`src/rtl/dw_cmp_dx_peak.sv`:
```
// dw_cmp_dx_peak: windowed peak tracker for the duplex comparator path.
// Accepts a valid/ready stream of samples. For each window of win_len samples
// (0 counts as 1) it reports the max, the min and the index of the first max.
// In simplex mode the whole sample is one operand. In duplex mode two lanes are
// tracked independently: lane 1 is din[p1_width-1:0] and lane 2 is
// din[width-1:p1_width]. tc selects signed (two's complement) or unsigned compare.
//
// Ports:
//   clk, rst             clock, synchronous active-high reset
//   in_valid/in_ready    sample handshake; din is the sample
//   tc, dplx, win_len    window config, latched on the first sample of a window
//   out_valid/out_ready  result handshake
//   max_o, min_o         window max/min; in duplex the lanes sit at din's positions
//   max_idx1             index of the first lane-1 max (duplex only, else 0)
//   max_idx2             index of the first lane-2 max (duplex) or full-width max
//   dplx_o, tc_o         config that was used for this result
//
// state | meaning
// IDLE  | waiting for the first sample of a window
// ACC   | accumulating the remaining samples of the window
// HOLD  | result valid, waiting for out_ready
module dw_cmp_dx_peak #(
  parameter int width     = 8,
  parameter int p1_width  = 4,
  parameter int cnt_width = 8
) (
  input  logic                 clk,
  input  logic                 rst,
  input  logic                 in_valid,
  output logic                 in_ready,
  input  logic [width-1:0]     din,
  input  logic                 tc,
  input  logic                 dplx,
  input  logic [cnt_width-1:0] win_len,
  output logic                 out_valid,
  input  logic                 out_ready,
  output logic [width-1:0]     max_o,
  output logic [width-1:0]     min_o,
  output logic [cnt_width-1:0] max_idx1,
  output logic [cnt_width-1:0] max_idx2,
  output logic                 dplx_o,
  output logic                 tc_o
);

  localparam int w2 = width - p1_width;

  typedef enum logic [1:0] {IDLE, ACC, HOLD} state_t;

  state_t               state, state_nxt;
  logic [cnt_width-1:0] cnt, cnt_inc, len_r, len_in;
  logic                 first_ld, acc_upd;

  // Signed compare is done as an unsigned compare after flipping each
  // operand's sign bit. tc_o holds the tc latched for the current window.
  logic [width-1:0]    din_k, max_k, min_k;
  logic [p1_width-1:0] din1_k, max1_k, min1_k;
  logic [w2-1:0]       din2_k, max2_k, min2_k;
  logic                gt_full, lt_full, gt1, lt1, gt2, lt2;

  always_comb begin
    din_k  = din;
    max_k  = max_o;
    min_k  = min_o;
    din_k[width-1] = din[width-1] ^ tc_o;
    max_k[width-1] = max_o[width-1] ^ tc_o;
    min_k[width-1] = min_o[width-1] ^ tc_o;

    din1_k = din[p1_width-1:0];
    max1_k = max_o[p1_width-1:0];
    min1_k = min_o[p1_width-1:0];
    din1_k[p1_width-1] = din[p1_width-1] ^ tc_o;
    max1_k[p1_width-1] = max_o[p1_width-1] ^ tc_o;
    min1_k[p1_width-1] = min_o[p1_width-1] ^ tc_o;

    din2_k = din[width-1:p1_width];
    max2_k = max_o[width-1:p1_width];
    min2_k = min_o[width-1:p1_width];
    din2_k[w2-1] = din[width-1] ^ tc_o;
    max2_k[w2-1] = max_o[width-1] ^ tc_o;
    min2_k[w2-1] = min_o[width-1] ^ tc_o;
  end

  assign gt_full = din_k > max_k;
  assign lt_full = din_k < min_k;
  assign gt1     = din1_k > max1_k;
  assign lt1     = din1_k < min1_k;
  assign gt2     = din2_k > max2_k;
  assign lt2     = din2_k < min2_k;

  assign cnt_inc = cnt + 1'b1;
  assign len_in  = (win_len == '0) ? cnt_width'(1) : win_len;

  always_ff @(posedge clk) begin
    if (rst) state <= IDLE;
    else     state <= state_nxt;
  end

  // in_ready depends only on state and rst, never on out_ready.
  always_comb begin
    state_nxt = state;
    in_ready  = 1'b0;
    out_valid = 1'b0;
    first_ld  = 1'b0;
    acc_upd   = 1'b0;
    case (state)
      IDLE: begin
        in_ready = 1'b1;
        if (in_valid) begin
          first_ld  = 1'b1;
          state_nxt = (len_in == cnt_width'(1)) ? HOLD : ACC;
        end
      end
      ACC: begin
        in_ready = 1'b1;
        if (in_valid) begin
          acc_upd = 1'b1;
          if (cnt_inc == len_r) state_nxt = HOLD;
        end
      end
      HOLD: begin
        out_valid = 1'b1;
        if (out_ready) state_nxt = IDLE;
      end
      default: state_nxt = IDLE;
    endcase
    if (rst) begin
      in_ready  = 1'b0;
      out_valid = 1'b0;
      first_ld  = 1'b0;
      acc_upd   = 1'b0;
      state_nxt = IDLE;
    end
  end

  always_ff @(posedge clk) begin
    if (rst) begin
      max_o    <= '0;
      min_o    <= '0;
      max_idx1 <= '0;
      max_idx2 <= '0;
      dplx_o   <= 1'b0;
      tc_o     <= 1'b0;
      cnt      <= '0;
      len_r    <= '0;
    end else if (first_ld) begin
      max_o    <= din;
      min_o    <= din;
      max_idx1 <= '0;
      max_idx2 <= '0;
      dplx_o   <= dplx;
      tc_o     <= tc;
      cnt      <= cnt_width'(1);
      len_r    <= len_in;
    end else if (acc_upd) begin
      cnt <= cnt_inc;
      if (dplx_o) begin
        // Strict compares keep the first occurrence on ties.
        if (gt1) begin
          max_o[p1_width-1:0] <= din[p1_width-1:0];
          max_idx1            <= cnt;
        end
        if (lt1) min_o[p1_width-1:0] <= din[p1_width-1:0];
        if (gt2) begin
          max_o[width-1:p1_width] <= din[width-1:p1_width];
          max_idx2                <= cnt;
        end
        if (lt2) min_o[width-1:p1_width] <= din[width-1:p1_width];
      end else begin
        if (gt_full) begin
          max_o    <= din;
          max_idx2 <= cnt;
        end
        if (lt_full) min_o <= din;
      end
    end
  end

endmodule

```
`config.mk`:
```
export PLATFORM = sky130hd
export DESIGN_NAME = dw_cmp_dx_peak
export DESIGN_NICKNAME = d
export VERILOG_FILES = /design/src/rtl/dw_cmp_dx_peak.sv
export SDC_FILE = /design/constraint.sdc
export NUM_CORES = 1
export LEC_CHECK = 0
export BUFFER_PORTS_ARGS = -buffer_cell sky130_fd_sc_hd__buf_4
export CORE_MARGIN = 1.5
export CORE_UTILIZATION = 59
export DETAILED_ROUTE_END_ITERATION = 10
export GPL_TIMING_DRIVEN = 0
export PLACE_DENSITY = 0.95
export SLEW_MARGIN = 5
export SYNTH_ARGS = -nofsm -noshare
export SYNTH_HDL_FRONTEND = slang
export SYNTH_SLANG_ARGS = --single-unit
export TNS_END_PERCENT = 30
```
`constraint.sdc`:
```
create_clock -name clk -period 3.4 [get_ports clk]
set_input_delay 0.85 -clock clk [delete_from_list [all_inputs] [get_ports clk]]
set_output_delay 0.85 -clock clk [all_outputs]
set_load 0.02 [all_outputs]
```
==> out/metrics.sh <==
SLEW_VIOL_FINAL=0
CTS_ROOT_BUF='sky130_fd_sc_hd__clkbuf_8'
SEQUENTIAL_SHARE_OF_THE_SYNTHESIZED_AREA_PCT=37.68
TRACK_USAGE_PCT=27.16
WORST_EP_REQUIRED_TIME_NS=2.55
DIE_HEIGHT_UM=71.43
FLOORPLAN.DIE_AREA_SQ_UM=5102
SYNTH_TOP_AREA_SHARE_PCT=37.68
CRIT_PATH_MAX_FANOUT=10
BUFFER_PORTS.INSERTED=57
AREA_GROWTH_SYN_TO_LAYOUT_PCT=21.06
WORST_TRAN_PIN_VALUE_NS=0.5602
RUN_STATUS='complete, but fails checks'
GP_CONGESTION=0.9263
TIMING_WORST_SETUP_PATH_TYPE='input port to output pin'
REGTOREGSETUPSLACK_NS=0.77
SYNTH_EDF_COUNT=0
POSTSYNTHNETCOUNT=365
CLKSINKCOUNT=52
FLOORPLAN.DIE.WIDTH_UM=71.43
FINALHOLDVIOLCOUNT=0
ANTENNA_FOUND_INITIAL=0
MIN_PERIOD_OVER_PERIOD_PCT=78.57
FIN_CRIT_NS=2.671
IO_PINS=58
CTSHOLDBUFFERS=0
IR_WORST_VDD_uV=257.0
ROUTE.DETAILED.DRC=4
LONGEST_INDIVIDUAL_STAGE_DELAY_ON_THE_WORST_PATH_NS=0.36
CTS_TREE='done'
CLKSLEWWORSTSETUPHOLDPATHS_NS=0.09
POWER_DENSITY_nW_PER_UM2=389.1
CTS-RESIZED-GATES=0
FILLER_CELL_COUNT=318
DRIVE_GT1_SHARE_PCT=20.26
SYNTH_CELL_TYPE_COUNT=46
FINAL-SETUP-VIOL-COUNT=0
RSZ0062_AT_GRT='no'
YOSYS-TOP-CELLS-COUNT='52 x sky130_fd_sc_hd__dfxtp_1, 32 x sky130_fd_sc_hd__a21oi_1, 32 x sky130_fd_sc_hd__nor2_1'
FINAL.SETUP_SKEW_NS=0.006894
CLOCK_INSERTION_DELAY_WORST_SKEW_NS=0.31
CRITICAL_PATH.CELL_CHAIN='buf_4, clkbuf_1, or2_2, nor2_1, buf_4'
FIN_TNS_SETUP_NS=0
CRITPATHARRIVALTIME_NS=1.82
CRITICAL_PATH.TOP_DELAY_FAMILY='buffers and inverters'
HTREE_LEVELS=2
SYN-INSTANCE-COUNT=325
DIODES=0
CTS-BUFFERS-INSERTED=5
VIA_PER_INST=5.955
P_LEAK_nW=1.462
NUM_VIAS=2632
CRITICAL_PATH.STARTPOINT_TYPE='input port'
FINAL_UTIL_PCT=75.25
COREAREA_SQ_UM=4444
MAXIMUM_NUMBER_OF_PINS_ON_ONE_NET_BEFORE_GLOBAL_ROUTE_REPAIR=17
NNETSFINAL=429
AVERAGE_DETAILED_ROUTED_WIRE_LENGTH_PER_INSTANCE_UM=15.26
SLOWEST_STAGE_CELL_CRIT_PATH='sky130_fd_sc_hd__or2_2'
MAPPEDNETLISTAREA_SQ_UM=2763
POST_SYNTH_MAIN_AREA_CONTRIBUTORS='sky130_fd_sc_hd__dfxtp_1 38%, sky130_fd_sc_hd__ha_1 8.2%, sky130_fd_sc_hd__a21oi_1 5.8%'
POSTROUTEANTENNANETS=0
YOSYS.AREA.TOP_TYPE='sky130_fd_sc_hd__dfxtp_1'
SYNTH-SEQ-CELLS=52
CP.BUFFERS_INVERTERS=3
MAX_CAPACITANCE_VIOLATION_TOTAL=0
ROW_COUNT=24
STARTING_DENSITY_OF_THE_CORE_PCT=62.16
SYNTH_TOP_FLOP_CELL='sky130_fd_sc_hd__dfxtp_1'
CP_COMMON_CELL='sky130_fd_sc_hd__buf_4'
MAXCLOCKFREQUENCY_GHz=0.3743
CLK_PATH_BUF_DEPTH=2
GRT_FIRST_PASS_WIRELENGTH_UM=11010
POST_CTS_BUFFERS=0
DRTPASS1ITERATIONS=8
PLACE_HPWL_UM=5013
SYNTHESIS.AREA_PER_INSTANCE_SQ_UM=8.500
DRT-TOTAL-WL_UM=6747
TIMING.CRITICAL_PATH.TO_TYPE='output pin'
GRT_OVERFLOW=0
SYNTH-WARNING-COUNT=0
WORST_HOLD_PATH_TYPE='register to register'
VIOLATED_CHECKS='design-rule violations'
INITIALDRTVIOLATIONCOUNT=207
MOST_REPEATED_CELL_IN_THE_GATE_LEVEL_NETLIST_AFTER_SYNTHESIS='sky130_fd_sc_hd__dfxtp_1'
SYNTHARSTFLOPSHARE_PCT=0
MAX_SLEW_MARGIN_PCT=62.52
GRT_PASS1_VIAS=2414
power by group:
part           total, mW  internal [mW]  switching (mW)
registers          0.652          0.631          0.0208
logic              0.292          0.117           0.174
clock network      0.358          0.147           0.211
total               1.30          0.895           0.407
cells by family (layout without fill, tap and decap cells):
group	after synthesis	after routing	share of synthesized area [%]
xor gates and xnor gates	18	18	5.706
buffers and inverters	34	99	4.937
adders and majority gates	18	18	8.152
muxes	14	14	5.072
and+or+nand+nor	99	99	17.26
DFF	52	52	37.68
AOI/OAI and AO/OA	90	90	21.20
worst register-to-register path, cell delays in order, from the launching register on:
cell	delay, ns
sky130_fd_sc_hd__dfxtp_1	0.36
sky130_fd_sc_hd__buf_2	0.23
sky130_fd_sc_hd__xor2_1	0.23
sky130_fd_sc_hd__ha_1	0.31
sky130_fd_sc_hd__a21oi_1	0.23
sky130_fd_sc_hd__nand2_1	0.13
sky130_fd_sc_hd__a2111o_1	0.42
sky130_fd_sc_hd__a211oi_2	0.36
sky130_fd_sc_hd__o21ai_0	0.13
sky130_fd_sc_hd__a21oi_1	0.16
through the flow:
step	std cells	setup WS, ns	instance area, sq um	power [mW]	hold slack, ns
after detailed placement	434	0.5225	3256	0.9479	0.4713
after floorplan	325	0.8427	2763	0.8533	0.4297
after global placement	434	0.5896	3256	0.9356	0.4446
after global routing	442	0.5776	3344	1.352	0.5036
after CTS	442	0.7541	3344	1.298	0.4845
final	442	0.7285	3344	1.301	0.4856
final timing paths:
path	startpoint	endpoint	cells past startpoint
max reg2reg	tc_o	max_o[3]	9
min	len_r[0]	len_r[0]	2
max	rst	out_valid	5
min reg2reg	len_r[0]	len_r[0]	2
layer usage:
layer / wire length, um / track usage (%) / part of all wire, %
met5: 0 / 0 / 0
met4: 179 / 13.46 / 2.7
met3: 459 / 5.485 / 6.8
met2: 3141 / 42.47 / 47
met1: 2968 / 35.86 / 44
cells in the final DEF, fill, tap and decap left out, drive strengths merged, types with 2 or more instances in the layout:
cell,synthesis,routed
ha,18,18
o21ai,31,31
mux2i,14,14
a21o,2,2
clkbuf,5,11
dfxtp,52,52
a211oi,2,2
nor2b,4,4
o21a,2,2
nor3,3,3
xor2,8,8
buf,8,65
or3,3,3
nand2,18,18
or2,2,2
nor2,32,32
inv,21,21
a22o,8,8
and3,2,2
nand3,23,23
xnor2,10,10
nand2b,3,3
and4,2,2
a21oi,32,32
nand3b,2,2
state kept, by name, indices dropped and copies added (netlist names):
| register | cells |
|---|---|
| dplx_o | 1 |
| cnt | 8 |
| max_o | 8 |
| max_idx2 | 8 |
| tc_o | 1 |
| len_r | 8 |
| min_o | 8 |
| state | 2 |
| max_idx1 | 8 |
final cells by class:
type,instances,area (sq um),share of cell area [%]
Clock inverter,2,16.27,0.4863
Tap cell,52,65.06,1.945
Timing Repair Buffer,57,427.9,12.79
Sequential cell,52,1041,31.13
Buffer,13,57.56,1.721
Multi-Input combinational cell,239,1585,47.40
Clock buffer,6,72.57,2.170
Inverter,21,78.83,2.357
(Power assumes the default switching activity.)
